## src/rtl/seq_sat_counter.sv

```systemverilog
// Width-parameterised up-counter that sticks at all-ones instead of wrapping.
module seq_sat_counter #(
  parameter int WIDTH = 8
) (
  input  logic             clk,
  input  logic             clear,
  input  logic             inc,
  output logic [WIDTH-1:0] count
);

  localparam logic [WIDTH-1:0] ONE = WIDTH'(1);

  // Count enabled increments, holding once every bit is set.
  always_ff @(posedge clk or posedge clear) begin
    if (clear) begin
      count <= '0;
    end else if (inc && (count != '1)) begin
      count <= count + ONE;
    end
  end

endmodule

```

## config.mk

```make
export PLATFORM = sky130hd
export DESIGN_NAME = seq_sat_counter
export DESIGN_NICKNAME = d
export VERILOG_FILES = /design/src/rtl/seq_sat_counter.sv
export SDC_FILE = /design/constraint.sdc
export NUM_CORES = 1
export LEC_CHECK = 0
export BUFFER_PORTS_ARGS = -buffer_cell sky130_fd_sc_hd__buf_2
export CAP_MARGIN = 20
export CORE_AREA = 10 10 47 49
export DETAILED_ROUTE_END_ITERATION = 10
export DIE_AREA = 0 0 57 59
export GPL_TIMING_DRIVEN = 0
export PLACE_DENSITY_LB_ADDON = 0.08
export RECOVER_POWER = 25
export SYNTH_ARGS = -nofsm -noshare
export SYNTH_HDL_FRONTEND = slang
export SYNTH_SLANG_ARGS = --single-unit
```

## constraint.sdc

```tcl
create_clock -name clk -period 1.5 [get_ports clk]
set_input_delay 0.15 -clock clk [delete_from_list [all_inputs] [get_ports clk]]
set_output_delay 0.15 -clock clk [all_outputs]
set_load 0.05 [all_outputs]
```

==> flow_summary.ini, run 1 <==
[routing]
post_drt_wl_per_cell_um = 13.9
via_per_inst = 5.04
dr_total_vias = 343
drt_iter0_drc = 1
routed_wl_um = 942
ant_nets = 0
post-route-drc-count = 0
dr.pass1.iters = 2

[sta]
finalCriticalPeriod_ns = 1.40
hold_violations = 0
max_slew_margin_pct = 79.5
skew_ns = 0.00628
setup_viol = 0
rsz0062_at_grt = no
fin_tns_setup_ns = 0
final-max-slew-violation-count = 0
max_freq_ghz = 0.716
period_share_pct = 93.1
layout_setup_ws_ns = 0.103
tightest_slew_ns = 0.306

[synthesis]
synth_cell_types = 19
synth_nets = 42
ys_seq_area_share_pct = 47.8
synth_edf_count = 0
postSynthCellCount = 38
synth.most_common_cell = dfrtp_1
synth-seq-cells = 8
synth.yosys.warnings = 0
avgSynthCellArea_um2 = 11.0
synth_top_area_share_pct = 47.8
async_flop_share_pct = 100
yosysTopAreaCell = dfrtp_1
yosys-top-cells-count = 8 x dfrtp_1, 4 x nand2_1, 3 x mux2_1, 3 x nand3_1, 3 x nand4_1
syn_area_um2 = 419
synthFlopType = dfrtp_1
ys_top_cells_by_area = dfrtp_1 48%, mux2_1 8.1%, nand4_4 5.1%, nand4_1 4.5%, nand3_1 3.6%

[cells_and_area]
reg.largest.list = count x8
area_growth_pct = 29.9
drive_above_1_share_pct = 48.1
fillers = 153
utilization_pct = 38.8
nNetsFinal = 58
largest_register_ffs = 8
num_antenna_cells = 0
top_register = count

[hold_path]
hold_class = primary input to register
whs_endpoint = count[0]
worstHoldStart = inc
whs_path_depth = 3

[critical_path]
critPathMaxStageDelay_ns = 0.42
required_ns = 1.64
critPathBufInv = 0
timing.rr.start = count[0]
path_cells = ha_4 -> nand4_4 -> o21ai_2 -> mux2_1
rrSetupSlack_ns = 0.10
critPathSlowestCell = dfrtp_2
r2r_cells = 4
worstSetupPathType = register to register
worstPathArrival_ns = 1.53
r2r_end = count[1]
path_max_fanout = 7
crit_family = flip-flops
crit_path_end_kind = register
cp-start-kind = register

[global_route]
grt.total_usage_pct = 6.69
antenna_found_initial = 0
grt_max_degree = 9
grt_pass1_wl_um = 1730
grt_overflow = 0
first_global_vias = 369

[clock_tree]
cts_hold_buf = 1
clock-sinks = 8
worstSkewPairLatency_ns = 0.26
cts_max_level = 1
cts_tree = done
cts_made_buffers = 3
cts_resized = 0
cts_setup_buffers = 0
root_buffer = clkbuf_4
clock_path_buffers = 2
path_clk_slew_ns = 0.05

[job]
maxCapViolations = 0

[power]
power_frac_seq_pct = 37.0
p_per_area_nw_per_um2 = 2540
total_leakage_power_nw = 0.215
p_comb_share_pct = 50.9
clkPwrFrac_pct = 12.2
p_sw_mw = 0.742
p_int_mw = 0.638
switching_share_pct = 53.7
ir_drop_v = 0.00101

[die]
die_w_um = 57
coreArea_um2 = 1400
placementRows = 14
start_util_pct = 29.9
pin_count = 11
die_h_um = 59
dieArea_um2 = 3360

[placement]
hpwl_um = 734
place.gp.congestion = 0.703
pre_cts_ws_ns = 0.101
place.port_buffers = 10

[run_status]
status = finished, final reports clean
placed cells by master, fill, tap and decap left out:
cell type	Yosys	final
a21boi_1	1	1
a21oi_1	1	1
buf_2	0	10
clkbuf_4	0	3
dfrtp_2	0	8
dlygate4sd3_1	0	1
ha_4	0	1
inv_1	1	1
mux2_1	3	3
mux2_2	1	1
nand2_1	4	4
nand3_1	3	3
nand4_1	3	3
nand4_4	1	1
nor2_1	2	2
nor3_1	2	2
o2111a_1	1	1
o21ai_1	1	1
o21ai_2	1	1
o21bai_1	2	2
o31a_1	1	1
xnor2_1	1	1
layout make-up:
| type | instances | area [um^2] | share of cell area (%) |
|---|---|---|---|
| Timing Repair Buffer | 11 | 60.1 | 11.0 |
| Tap cell | 16 | 20.0 | 3.68 |
| Multi-Input combinational cell | 29 | 228 | 41.8 |
| Clock buffer | 3 | 22.5 | 4.14 |
| Inverter | 1 | 3.75 | 0.690 |
| Sequential cell | 8 | 210 | 38.6 |
cells by family after synthesis:
logic type	after synthesis	synth area share, %
flops	8	47.8
xor+xnor	1	2.09
compound gates	8	14.6
simple gates	15	20.9
fa+ha+maj	1	2.98
buf+inv	1	0.895
mux	4	10.7
power groups by stage:
stage                     Sequential, mW  Combinational, mW  Clock [mW]
after floorplan                    0.821              0.220           0
final                              0.510              0.702       0.168
after CTS                          0.511              0.716       0.177
after detailed placement           0.515              0.713           0
after global routing               0.539              0.751       0.186
after global placement             0.503              0.703           0
layer usage:
metal	global-route usage, %	vias to the layer above	routed length [um]
met1	7.36	156	422
met4	6.04	0	36
li1	-	171	-
met5	0	-	0
met2	8.99	11	404
met3	3.65	5	79
through the flow:
step,cell area (um^2),total power [mW],hold slack (ns),cells
3_5_place_dp,512,1.23,0.117,64
4_1_cts,544,1.40,0.219,68
3_3_place_gp,512,1.21,0.108,64
5_1_grt,544,1.48,0.233,68
2_1_floorplan,442,1.04,-0.0343,38
6_report,544,1.38,0.223,68
worst max-delay path by stage:
stage | to | slack [ns] | start | cells past startpoint
2_1_floorplan | count[1] | -0.02 | count[0] | 4
3_3_place_gp | count[1] | 0.12 | count[0] | 4
3_5_place_dp | count[1] | 0.10 | count[0] | 4
4_1_cts | count[1] | 0.09 | count[0] | 4
5_1_grt | count[1] | 0.005 | count[1] | 4
6_report | count[1] | 0.10 | count[0] | 4
worst reg2reg max path, delay by kind of cell (launching register included):
family | cells | cell delay [ns]
adders and majority gates | 1 | 0.18
and+or+nand+nor | 1 | 0.16
muxes | 1 | 0.33
DFF | 1 | 0.42
AOI/OAI and AO/OA | 1 | 0.19
Power figures use the tool's default switching activity.
==> inputs of run 2 (changes only) <==
- BUFFER_PORTS_ARGS: -buffer_cell sky130_fd_sc_hd__buf_2 -> -buffer_cell sky130_fd_sc_hd__buf_4
- clock period: 1.5 -> 1.4 ns (I/O delays scaled with it)
==> flow_summary.ini, run 2 (same netlist as run 1, synthesis figures left out) <==
[sta]
finalCriticalPeriod_ns = 1.32
hold_violations = 0
setup_viol = 0
max_slew_margin_pct = 79.4
period_share_pct = 94.1
rsz0062_at_grt = no
layout_setup_ws_ns = 0.0819
skew_ns = 0.00319
max_freq_ghz = 0.759
fin_tns_setup_ns = 0
tightest_slew_ns = 0.308
final-max-slew-violation-count = 0

[placement]
place.gp.congestion = 0.699
dpl_cell_area_um2 = 537
place.port_buffers = 10
hpwl_um = 736
pre_cts_ws_ns = -0.0116

[clock_tree]
worstSkewPairLatency_ns = 0.25
cts_tree = done
clock-sinks = 8
path_clk_slew_ns = 0.06
root_buffer = clkbuf_4
cts_made_buffers = 3
clock_path_buffers = 2
cts_max_level = 1

[global_route]
grt_pass1_wl_um = 1690
grt_overflow = 0
antenna_found_initial = 0
first_global_vias = 383
grt_max_degree = 9
grt.total_usage_pct = 6.35

[hold_path]
hold_class = primary input to register

[cells_and_area]
regArea_um2 = 210
largest_register_ffs = 8
fillers = 151
drive_above_1_share_pct = 52.7
multi_input_area_um2 = 240
layout_commonest_cell = buf_4
design_area_um2 = 604
final_cell_mix = 12 x buf_4, 8 x dfrtp_2, 4 x nand2_1, 4 x clkbuf_4
reg.largest.list = count x8
nNetsFinal = 61
num_antenna_cells = 0
top_register = count
area_growth_pct = 44.2

[routing]
post-route-drc-count = 0
top_layer = met4
dr_total_vias = 362
ant_nets = 0
wirelength_met1_um = 431
met2_length_um = 435
post_drt_wl_per_cell_um = 13.5
via_per_inst = 5.10
dr_wl_met3_um = 77
drt_iter0_drc = 5
routed_wl_um = 958
dr.pass1.iters = 2

[die]
die_h_um = 59
die_w_um = 57
placementRows = 14
start_util_pct = 29.9
dieArea_um2 = 3360
pin_count = 11
coreArea_um2 = 1400

[job]
maxCapViolations = 0

[power]
ir_drop_v = 0.00116
total_leakage_power_nw = 0.237
p_per_area_nw_per_um2 = 2650

[run_status]
status = finished, final reports clean

[critical_path]
path_max_fanout = 4
crit_path_end_kind = register
cp-start-kind = register
worstPathArrival_ns = 1.45
worstSetupPathType = register to register
required_ns = 1.53
[run 2: changes by cell type in the layout (fill, tap and decap cells not counted), sizes merged]
cell    delta
buf        +2
clkbuf     +1
[run 2: critical path: stages, from the launching register on]
cell	delay, ns
dfrtp_2	0.38
ha_4	0.17
nand4_4	0.14
o21ai_4	0.17
mux2_1	0.33
[run 2: final cells by class]
| cell class | instances | area share [%] |
|---|---|---|
| Timing Repair Buffer | 14 | 17.8 |
| Clock buffer | 3 | 3.73 |
| Tap cell | 16 | 3.31 |
| Multi-Input combinational cell | 29 | 39.8 |
| Sequential cell | 8 | 34.8 |
| Inverter | 1 | 0.621 |
[run 2: what timing repair did]
| action | 4_1_cts | 5_1_grt |
|---|---|---|
| endpoints found under the hold margin | 8 | 0 |
| buffers inserted | 2 | 1 |
| resized for setup | 0 | 2 |
| endpoints found under the setup margin | 1 | 1 |
| hold buffers | 1 | 0 |
| pin swaps | 1 | 1 |
| cloned | 0 | 0 |
[run 2: worst paths after layout]
kind	depth (start not counted)	startpoint	slack, ns	to
setup / recovery	4	count[1]	0.08	count[1]
hold / removal	3	inc	0.20	count[0]
setup reg to reg	4	count[1]	0.08	count[1]
hold reg to reg	1	count[6]	0.51	count[6]
max in group asynchronous	3	clear	0.75	count[3]
min in group asynchronous	3	clear	0.39	count[0]
[run 2: power breakdown]
group	switching, mW	total [mW]	internal, mW
Sequential	0.172	0.528	0.356
Clock	0.0781	0.176	0.0981
Combinational	0.560	0.895	0.335
Total	0.810	1.60	0.789
[run 2: per-stage QoR]
| step | power, mW | hold WS, ns | instances | utilization [%] |
|---|---|---|---|---|
| floorplan | 1.12 | -0.0443 | 38 | - |
| global placement | 1.36 | 0.109 | 64 | 38.3 |
| detailed placement | 1.38 | 0.112 | 64 | 38.3 |
| CTS | 1.60 | 0.192 | 70 | 41.7 |
| global route | 1.70 | 0.197 | 71 | 43.1 |
| finish | 1.60 | 0.197 | 71 | 43.1 |
[run 2: metal layers]
metal  track usage (%)  vias up
met1              6.77      170
met4              5.03        0
li1                  -      178
met2              9.46       10
met5                 0        -
met3              3.00        4
